`config.mk`:
```
export PLATFORM = sky130hd
export DESIGN_NAME = lsu_mem_ctrl
export DESIGN_NICKNAME = d
export VERILOG_FILES = /design/src/rtl/lsu_pkg.sv /design/src/rtl/lsu_mem_ctrl_align.sv /design/src/rtl/lsu_mem_ctrl.sv
export SDC_FILE = /design/constraint.sdc
export NUM_CORES = 1
export LEC_CHECK = 0
export CORE_MARGIN = 4
export CORE_UTILIZATION = 48
export CTS_CLUSTER_DIAMETER = 120
export CTS_CLUSTER_SIZE = 10
export DETAILED_ROUTE_END_ITERATION = 10
export PLACE_DENSITY = 0.87
export RECOVER_POWER = 100
export SLEW_MARGIN = 20
export SYNTH_ARGS = -nofsm -noshare
export SYNTH_HDL_FRONTEND = slang
export SYNTH_SLANG_ARGS = --single-unit
```
`constraint.sdc`:
```
create_clock -name clk -period 3.2 [get_ports clk]
set_input_delay 0.96 -clock clk [delete_from_list [all_inputs] [get_ports clk]]
set_output_delay 0.96 -clock clk [all_outputs]
set_load 0.03 [all_outputs]
```
`src/rtl/lsu_pkg.sv`:
```
// lsu_pkg: shared state, access-size decode, load/store codes and byte-lane masks for the LSU.
package lsu_pkg;
  typedef enum logic [1:0] {IDLE, REQ, WAIT, DONE} state_t;
  typedef enum logic [1:0] {SZ_BYTE, SZ_HALF, SZ_WORD} size_t;
  localparam logic [2:0] LD_BYTE  = 3'b000;
  localparam logic [2:0] LD_HALF  = 3'b001;
  localparam logic [2:0] LD_WORD  = 3'b010;
  localparam logic [2:0] LD_BYTEU = 3'b100;
  localparam logic [2:0] LD_HALFU = 3'b101;
  localparam logic [3:0] BE_BYTE = 4'b0001;
  localparam logic [3:0] BE_HALF = 4'b0011;
  localparam logic [3:0] BE_WORD = 4'b1111;
  // Bit 2 of the code is signedness only; the low two bits carry the size.
  function automatic size_t ld_size(input logic [2:0] sel);
    return sel[1:0] == 2'b00 ? SZ_BYTE : sel[1:0] == 2'b01 ? SZ_HALF : SZ_WORD;
  endfunction
endpackage

```
`src/rtl/lsu_mem_ctrl_align.sv`:
```
// lsu_mem_ctrl_align: byte-enable generation, store-data replication and load right-alignment.
module lsu_mem_ctrl_align
  import lsu_pkg::*;
(
  input  logic [1:0]  i_off,
  input  size_t       i_size,
  input  logic [31:0] i_wdata,
  input  logic [31:0] i_rdata,
  output logic [3:0]  o_be,
  output logic [31:0] o_wdata,
  output logic [31:0] o_rdata
);
  always_comb begin
    o_be    = i_size == SZ_BYTE ? BE_BYTE << i_off : i_size == SZ_HALF ? BE_HALF << i_off : BE_WORD;
    o_wdata = i_size == SZ_BYTE ? {4{i_wdata[7:0]}} : i_size == SZ_HALF ? {2{i_wdata[15:0]}} : i_wdata;
    o_rdata = i_rdata >> {i_off, 3'b000};
  end
endmodule

```
`src/rtl/lsu_mem_ctrl.sv`:
```
// lsu_mem_ctrl: multi-cycle load/store controller between execute stage and data-memory port.
module lsu_mem_ctrl
  import lsu_pkg::*;
#(
  parameter int DWIDTH = 32,
  parameter int AWIDTH = 32
) (
  input  logic              clk,
  input  logic              rst_n,
  input  logic              req_valid,
  output logic              req_ready,
  input  logic              req_we,
  input  logic [AWIDTH-1:0] req_addr,
  input  logic [DWIDTH-1:0] req_wdata,
  input  logic [2:0]        req_ld_sel,
  output logic              mem_req_valid,
  input  logic              mem_req_ready,
  output logic [AWIDTH-1:0] mem_addr,
  output logic [3:0]        mem_we,
  output logic [DWIDTH-1:0] mem_wdata,
  input  logic              mem_rvalid,
  input  logic [DWIDTH-1:0] mem_rdata,
  output logic              done,
  output logic              misalign,
  output logic [DWIDTH-1:0] ld_data,
  output logic [2:0]        ld_sel_out
);
  state_t            r_state, w_next;
  logic [AWIDTH-1:0] r_addr;
  logic [DWIDTH-1:0] r_wdata, r_ld_data;
  logic [2:0]        r_sel, r_ld_sel;
  logic              r_we, r_mis;
  logic              w_accept, w_mis;
  size_t             w_req_size;
  logic [3:0]        w_be;
  logic [DWIDTH-1:0] w_wdata, w_rdata;

  assign w_accept   = req_valid && r_state == IDLE;
  assign w_req_size = ld_size(req_ld_sel);
  assign w_mis      = (w_req_size == SZ_HALF && req_addr[0]) || (w_req_size == SZ_WORD && req_addr[1:0] != 2'b00);

  lsu_mem_ctrl_align u_align (
    .i_off   (r_addr[1:0]),
    .i_size  (ld_size(r_sel)),
    .i_wdata (r_wdata),
    .i_rdata (mem_rdata),
    .o_be    (w_be),
    .o_wdata (w_wdata),
    .o_rdata (w_rdata)
  );

  always_comb begin
    w_next = r_state;
    case (r_state)
      IDLE: w_next = w_accept ? (w_mis ? DONE : REQ) : IDLE;
      REQ:  w_next = mem_req_ready ? (r_we ? DONE : WAIT) : REQ;
      WAIT: w_next = mem_rvalid ? DONE : WAIT;
      DONE: w_next = IDLE;
      default: w_next = IDLE;
    endcase
  end

  always_ff @(posedge clk or negedge rst_n) begin
    if (!rst_n) begin
      r_state   <= IDLE;
      r_addr    <= '0;
      r_wdata   <= '0;
      r_sel     <= '0;
      r_we      <= 1'b0;
      r_mis     <= 1'b0;
      r_ld_data <= '0;
      r_ld_sel  <= '0;
    end else begin
      r_state <= w_next;
      if (w_accept) begin
        r_addr  <= req_addr;
        r_wdata <= req_wdata;
        r_sel   <= req_ld_sel;
        r_we    <= req_we;
        r_mis   <= w_mis;
      end
      if (r_state == WAIT && mem_rvalid) begin
        r_ld_data <= w_rdata;
        r_ld_sel  <= r_sel;
      end
    end
  end

  assign req_ready     = r_state == IDLE;
  assign mem_req_valid = r_state == REQ;
  assign mem_addr      = {r_addr[AWIDTH-1:2], 2'b00};
  assign mem_we        = r_we ? w_be : 4'b0000;
  assign mem_wdata     = w_wdata;
  assign done          = r_state == DONE;
  assign misalign      = r_state == DONE && r_mis;
  assign ld_data       = r_ld_data;
  assign ld_sel_out    = r_ld_sel;
endmodule

```
==> results.cfg, run 1 <==
[die]
rows = 38
die_area_mm2 = 0.01318
dieWidth_um = 114.8
num_io_pins = 212
die_height_um = 114.8
coreArea_mm2 = 0.01098
start_util_pct = 49.87

[grt]
grt_pass1_vias = 4096
grt_usage_pct = 20.42
grt_overflow = 0
grt_max_degree = 74
grt_pass1_wl_um = 21350
antenna_found_initial = 0

[clock_network]
cts_root_buf = clkbuf_16
cts_hold_buf = 0
cts_resized = 1
clock_latency_ns = 0.33
cts_max_level = 3
clk_path_buf_depth = 2
clock-sinks = 106
numCtsBuffers = 9
postCtsSetupBuffers = 0
tritoncts = yes
clkTransAtPathRegs_ns = 0.07

[route]
viasPerCell = 5.214
vias = 3832
avgRoutedWirePerCell_um = 18.21
drc = 0
drt-initial-drc-count = 217
antenna_left = 0
wirelength_um = 13380
first_pass_iters = 4

[setup_path]
cp.required_ns = 2.24
worstPathMaxFanout = 4
rr_startpoint = r_state[1]
worstSetupPathType = flip-flop to output pin
cp-endpoint = mem_we[2]
endpoint_kind = output pin
arrival_ns = 2.13
r2r_end = r_addr[2]
rr_worst_depth = 3
rrSetupSlack_ns = 1.09
startpoint = r_addr[0]
start_kind = flip-flop

[sta]
tns_ns = 0
fmax_ghz = 0.3241
finalHoldViolations = 0
setup_viol = 0
tightest_slew_ns = 1.242
drv_slew = 0
fin_worst_skew_ns = 0.006333
finalCritPeriodShare_pct = 96.43
min_period_ns = 3.086
rsz0062_at_grt = no
timing.slew.headroom_pct = 17.22
whs_ns = 0.4744
setup_slack_ns = 0.1142

[finish]
fin_util_pct = 66.47
stdcell_count = 735
nets = 700
layout-drive-gt1-share_pct = 7.899
syn2layout_area_growth_pct = 33.28
final_area_mm2 = 0.007301
n_antenna_cell = 0

[power_and_ir_drop]
irDropWorstVdd_mv = 0.7600
p_comb_share_pct = 58.0
p_leak_nw = 3.173
powerDensity_mw_per_mm2 = 1123
power.share.switching_pct = 44.53
pwr-share-clk_pct = 12.5
switching_power_mw = 3.651
p_total_mw = 8.200
seqPwrFrac_pct = 29.5
p_int_mw = 4.549

[logic_synthesis]
synth_top_area_share_pct = 48.42
synth_seq_cells = 106
ys_seq_area_share_pct = 48.42
synth.most_common_cell = dfrtp_1
synth_cell_types = 34
yosysTopAreaCell = dfrtp_1
yosys-top-cells-area = dfrtp_1 48%, mux2_4 16%, mux2i_1 5.8%, buf_4 5.6%, mux2_2 4.7%
synthCells = 427
yosys_warnings = 0
yosys-top-cells-count = 106 x dfrtp_1, 60 x mux2_4, 51 x nand2_1
synth_edf_count = 0
synth_area_per_cell_um2 = 12.83
async_reset_ff_share_pct = 100.0
ys.flop_type = dfrtp_1
synth_area_mm2 = 0.005478

[placement]
placed_area_mm2 = 0.007311
place_congestion = 0.8096
dp.cells = 720
post-place-ws_ns = 0.3305
portBuffers = 209
dpl.hpwl_um = 10120

[status]
status = complete, no violations

[flow_run]
maxCapViolations = 0

[hold_path]
hold_class = flip-flop to flip-flop
==> worst min-delay path by stage <==
| stage | from | to | slack, ns | cells past startpoint |
|---|---|---|---|---|
| after detailed placement | ld_data[17] | ld_data[17] | 0.47 | 2 |
| after global placement | ld_data[17] | ld_data[17] | 0.46 | 2 |
| final | ld_data[28] | ld_data[28] | 0.47 | 2 |
| after global routing | ld_data[16] | ld_data[16] | 0.50 | 2 |
| after floorplan | r_wdata[26] | r_wdata[26] | 0.46 | 1 |
| after CTS | ld_data[17] | ld_data[17] | 0.48 | 2 |
==> cell families after synthesis <==
kind of cell    after synthesis  share of synthesized area (%)
mux                         118                          27.64
flops                       106                          48.42
buf+inv                      69                          10.14
simple gates                 67                          5.231
compound gates               62                          7.584
fa+ha+maj                     4                         0.9137
other cells                   1                        0.06846
==> power by group through the flow <==
stage                     clock network, mW  registers [mW]  logic, mW
after floorplan                           0            2.70       3.60
after detailed placement                  0            2.49       5.44
after global placement                    0            2.44       5.36
after CTS                              1.05            2.48       5.47
final                                  1.03            2.42       4.76
after global routing                   1.10            2.52       5.07
==> state kept, by name (all words and copies together) (netlist names) <==
name,cells
r_state,2
r_wdata,32
r_addr,32
r_sel,3
r_we,1
ld_sel_out,3
r_mis,1
ld_data,32
==> worst max-delay path: stages, from the launching register on <==
cell and delay (ns):
dfrtp_1 0.40, inv_1 0.13, ha_1 0.24, mux2_2 0.26, o21a_1 0.18, clkdlybuf4s50_1 0.59
==> final cells by class <==
class                   count  area [um2]
repair buffers            218        2141
clock inverters             2       12.51
well taps                 140       175.2
flip-flops and latches    106        2653
clock buffers              13       260.3
inverters                   3       11.26
multi-input cells         253        2048
fillers                   861        3682
==> placed cells by master, fill, tap and decap left out, types with 3 or more instances in the layout <==
master	netlist	layout
dlygate4sd3_1	0	94
o221ai_1	8	8
clkbuf_16	0	9
nor2_1	4	4
dfrtp_1	106	106
buf_4	41	5
clkdlybuf4s50_1	0	113
inv_1	3	3
clkbuf_1	8	3
a2bb2oi_1	7	7
clkbuf_2	0	3
mux2_1	3	63
o31ai_1	8	8
nor2b_1	3	3
o21ai_0	27	27
mux2_2	23	23
nand2_1	51	51
ha_1	4	4
mux2i_1	32	32
o21a_1	4	4
==> metal layers <==
metal  share of wire [%]  vias up  track usage, %  wire (um)
li1                    -     1783               -          -
met1                  41     1884           27.35       5538
met2                  50      151           33.64       6738
met3                 7.0       14           4.579        940
met4                 1.2        0           5.712        166
met5                   0        -               0          0
Note: power is estimated with default switching activity, not from simulation.
==> run 2, diff against run 1 <==
--- a/config.mk
+++ b/config.mk
@@ -5,7 +5,7 @@
 export SDC_FILE = /design/constraint.sdc
 export NUM_CORES = 1
 export LEC_CHECK = 0
-export CORE_MARGIN = 4
+export CORE_MARGIN = 3
 export CORE_UTILIZATION = 48
 export CTS_CLUSTER_DIAMETER = 120
 export CTS_CLUSTER_SIZE = 10
==> results.cfg, run 2 (synthesis results as in run 1) <==
[setup_path]
rr_startpoint = r_state[1]
start_kind = flip-flop
cp.required_ns = 2.24
worstPathMaxFanout = 9
endpoint_kind = output pin
arrival_ns = 2.17
rrSetupSlack_ns = 1.05
rr_worst_depth = 3
worstSetupPathType = flip-flop to output pin
r2r_end = r_addr[19]

[finish]
syn2layout_area_growth_pct = 33.78
nets = 700
n_fill_cell = 864
n_antenna_cell = 0
final_common_cell = clkdlybuf4s50_1
final_area_mm2 = 0.007328
layout-drive-gt1-share_pct = 8.893
most-common-layout-cells = 113 x clkdlybuf4s50_1, 105 x dfrtp_1, 93 x dlygate4sd3_1, 62 x mux2_1, 51 x nand2_1

[clock_network]
clock-sinks = 106
clk_path_buf_depth = 2
postCtsSetupBuffers = 0
cts_max_level = 3
tritoncts = yes
clock_latency_ns = 0.35
clkTransAtPathRegs_ns = 0.07
numCtsBuffers = 9
cts_root_buf = clkbuf_16

[placement]
placed_area_mm2 = 0.007296
post-place-ws_ns = 0.3369
place_congestion = 0.8507
dpl.hpwl_um = 9719
portBuffers = 209

[grt]
grt_pass1_vias = 4027
grt_max_degree = 67
grt_overflow = 0
antenna_found_initial = 0
grt_pass1_wl_um = 21410
grt_usage_pct = 21.39

[route]
vias = 3844
drc = 0
viasPerCell = 5.223
avgRoutedWirePerCell_um = 17.87
route.layer.met1.wl_um = 5436
wirelength_um = 13150
first_pass_iters = 4
drt-initial-drc-count = 182
wl_met3_um = 1048
met2_length_um = 6435
antenna_left = 0
routed.top_layer = met4

[power_and_ir_drop]
powerDensity_mw_per_mm2 = 1128
irDropWorstVdd_mv = 0.9358
p_total_mw = 8.268
p_leak_nw = 3.176

[hold_path]
hold_class = flip-flop to flip-flop
hold_depth = 2
min-delay-start = ld_data[18]
min_to = ld_data[18]

[sta]
finalHoldViolations = 0
fmax_ghz = 0.3196
fin_worst_skew_ns = 0.006001
setup_viol = 0
min_period_ns = 3.129
timing.slew.headroom_pct = 6.372
tns_ns = 0
rsz0062_at_grt = no
setup_slack_ns = 0.07130
tightest_slew_ns = 1.404
drv_slew = 0
whs_ns = 0.4750
finalCritPeriodShare_pct = 97.77

[flow_run]
maxCapViolations = 0

[die]
die_height_um = 112.8
rows = 38
start_util_pct = 49.87
num_io_pins = 212
coreArea_mm2 = 0.01098
dieWidth_um = 112.8
die_area_mm2 = 0.01273

[status]
status = complete, no violations
## run 2: cell types whose count changed in the layout (fill, tap and decap cells not counted), moves of 2 or more
cell        delta
buf_4          -2
clkbuf_4       +4
clkbuf_8       -2
clkinvlp_4     +3
clkbuf_1       -2
## run 2: worst max-delay path by stage
stage / start / to / slack, ns / cells past startpoint
after floorplan: r_addr[1] / mem_we[2] / 0.68 / 6
after global placement: r_sel[0] / mem_wdata[13] / 0.37 / 3
after detailed placement: r_sel[0] / mem_wdata[9] / 0.34 / 3
after CTS: r_sel[0] / mem_wdata[26] / 0.07 / 4
after global routing: r_sel[0] / mem_wdata[9] / 0.01 / 3
final: r_sel[0] / mem_wdata[9] / 0.07 / 3
## run 2: cell type report
type	instances	area [um2]	area share (%)
Multi-Input combinational cell	253	2052	28.00
Tap cell	140	175.2	2.390
Clock inverter	7	70.07	0.9561
Clock buffer	9	225.2	3.073
Sequential cell	106	2654	36.21
Timing Repair Buffer	218	2141	29.21
Inverter	3	11.26	0.1537
## run 2: where the power goes
group          leakage [nW]  total [mW]  switching [mW]  internal (mW)
clock                 0.133        1.11           0.502          0.604
combinational          1.76        4.74            2.75           1.99
sequential             1.29        2.42           0.427           1.99
total                  3.18        8.27            3.68           4.58
## run 2: stage by stage
| step | util [%] | std cells |
|---|---|---|
| 3_3_place_gp | 66.43 | 720 |
| 3_5_place_dp | 66.43 | 720 |
| 4_1_cts | 69.16 | 736 |
| 5_1_grt | 66.72 | 736 |
| 6_report | 66.72 | 736 |
| 2_1_floorplan | - | 428 |
## run 2: layer usage
layer	up-vias	global-route usage, %
met2	156	34.36
met1	1887	28.48
li1	1786	-
met4	0	7.372
met3	15	5.241
met5	-	0
## run 2: worst max-delay path, cell delays in order, from the launching register on
cell and delay [ns]:
dfrtp_2 0.48, nor2_4 0.27, mux2_2 0.38, dlygate4sd3_1 0.69
## run 2: timing repair
action,4_1_cts,5_1_grt
endpoints found under the setup margin,7,5
hold buffers,0,0
gates resized for setup,1,1
gates cloned,0,0
==> run 3, diff against run 2 <==
--- a/config.mk
+++ b/config.mk
@@ -5,13 +5,15 @@
 export SDC_FILE = /design/constraint.sdc
 export NUM_CORES = 1
 export LEC_CHECK = 0
+export CAP_MARGIN = 20
 export CORE_MARGIN = 3
 export CORE_UTILIZATION = 48
 export CTS_CLUSTER_DIAMETER = 120
 export CTS_CLUSTER_SIZE = 10
 export DETAILED_ROUTE_END_ITERATION = 10
-export PLACE_DENSITY = 0.87
+export PLACE_DENSITY = 0.85
 export RECOVER_POWER = 100
+export SKIP_CTS_REPAIR_TIMING = 1
 export SLEW_MARGIN = 20
 export SYNTH_ARGS = -nofsm -noshare
 export SYNTH_HDL_FRONTEND = slang
==> results.cfg, run 3 (synthesis results as in run 1) <==
[route]
drc = 0
routed.top_layer = met4
wirelength_um = 13260
avgRoutedWirePerCell_um = 17.99
met2_length_um = 6567
wl_met3_um = 1047
first_pass_iters = 4
antenna_left = 0
viasPerCell = 5.125
drt-initial-drc-count = 178
vias = 3777
route.layer.met1.wl_um = 5527

[sta]
fmax_ghz = 0.3218
min_period_ns = 3.107
timing.slew.headroom_pct = -29.56
setup_viol = 0
finalCritPeriodShare_pct = 97.10
tightest_slew_ns = 1.943
drv_slew = 35
finalHoldViolations = 0
fin_worst_skew_ns = 0.006049
rsz0062_at_grt = no

[placement]
dpl.hpwl_um = 9972
placed_area_mm2 = 0.007341
portBuffers = 209
place_congestion = 0.8429

[finish]
final_common_cell = clkdlybuf4s50_1
most-common-layout-cells = 111 x clkdlybuf4s50_1, 105 x dfrtp_1, 96 x dlygate4sd3_1, 61 x mux2_1, 51 x nand2_1
nets = 704
n_fill_cell = 847
regArea_mm2 = 0.002654
final_area_mm2 = 0.007328
n_antenna_cell = 0
syn2layout_area_growth_pct = 33.78
layout-drive-gt1-share_pct = 8.543
fin_util_pct = 66.72
multi_input_area_mm2 = 0.002051

[clock_network]
clk_path_buf_depth = 2
numCtsBuffers = 9
cts_root_buf = clkbuf_16
cts_max_level = 3
clkTransAtPathRegs_ns = 0.06
clock-sinks = 106
tritoncts = yes
clock_latency_ns = 0.34

[setup_path]
worstPathMaxFanout = 11
start_kind = flip-flop
arrival_ns = 2.15
cp_slowest_stage_delay_ns = 0.69
worstSetupPathType = flip-flop to output pin
rrSetupSlack_ns = 1.01
endpoint_kind = output pin
cp.required_ns = 2.24
cp_slowest_cell = dlygate4sd3_1
cp_cell_sequence = nor2_2 -> buf_4 -> mux2_2 -> dlygate4sd3_1

[grt]
grt_pass1_wl_um = 21210
antenna_found_initial = 0
grt_overflow = 0
grt_pass1_vias = 3998
grt_max_degree = 58
grt_usage_pct = 20.94

[die]
num_io_pins = 212
die_area_mm2 = 0.01273
die_height_um = 112.8
rows = 38
start_util_pct = 49.87
dieWidth_um = 112.8
coreArea_mm2 = 0.01098

[power_and_ir_drop]
p_leak_nw = 3.195
irDropWorstVdd_mv = 0.7585
p_total_mw = 8.199
powerDensity_mw_per_mm2 = 1119

[hold_path]
hold_class = flip-flop to flip-flop

[status]
violations = capacitance limit, slew limit
status = finished with violations

[flow_run]
maxCapViolations = 1
[run 3: worst paths after layout]
| check | depth (start not counted) | end | start |
|---|---|---|---|
| worst min-delay path | 2 | ld_data[20] | ld_data[20] |
| worst max-delay path | 4 | mem_wdata[13] | r_sel[0] |
| worst min register to register | 2 | ld_data[20] | ld_data[20] |
| max in group asynchronous | 2 | r_sel[0] | rst_n |
| worst max register to register | 3 | r_wdata[29] | r_state[1] |
| min in group asynchronous | 1 | ld_data[8] | rst_n |
[run 3: power by group]
| part | leakage, nW | total, mW | switching [mW] | internal (mW) |
|---|---|---|---|---|
| clock | 0.128 | 0.997 | 0.439 | 0.558 |
| combinational | 1.78 | 4.77 | 2.76 | 2.01 |
| sequential | 1.29 | 2.44 | 0.442 | 1.99 |
| total | 3.20 | 8.20 | 3.64 | 4.56 |
[run 3: cell type report]
type                    count  area share (%)
inverters                   3          0.1537
multi-input cells         253           27.98
repair buffers            222           29.71
clock buffers              13           3.551
well taps                 140           2.390
flip-flops and latches    106           36.21
[run 3: metal layers]
metal	global-route usage, %	vias up
li1	-	1783
met1	27.06	1833
met2	34.72	152
met3	6.257	9
met4	5.208	0
met5	0	-
[run 3: through the flow]
step / cells / hold slack, ns / setup TNS [ns] / setup WS (ns)
4_1_cts: 737 / 0.4838 / -0.001886 / -0.001886
2_1_floorplan: 428 / 0.4580 / 0 / 0.6843
3_5_place_dp: 724 / 0.4700 / 0 / 0.3770
3_3_place_gp: 724 / 0.4612 / 0 / 0.4817
5_1_grt: 737 / 0.5068 / 0 / 0.005267
6_report: 737 / 0.4722 / 0 / 0.09281
[run 3: critical path: cells and delay by family, from the launching register on]
| kind | cells | cell delay (ns) |
|---|---|---|
| buffers and inverters | 2 | 0.84 |
| and+or+nand+nor | 1 | 0.14 |
| muxes | 1 | 0.33 |
| DFF | 1 | 0.50 |
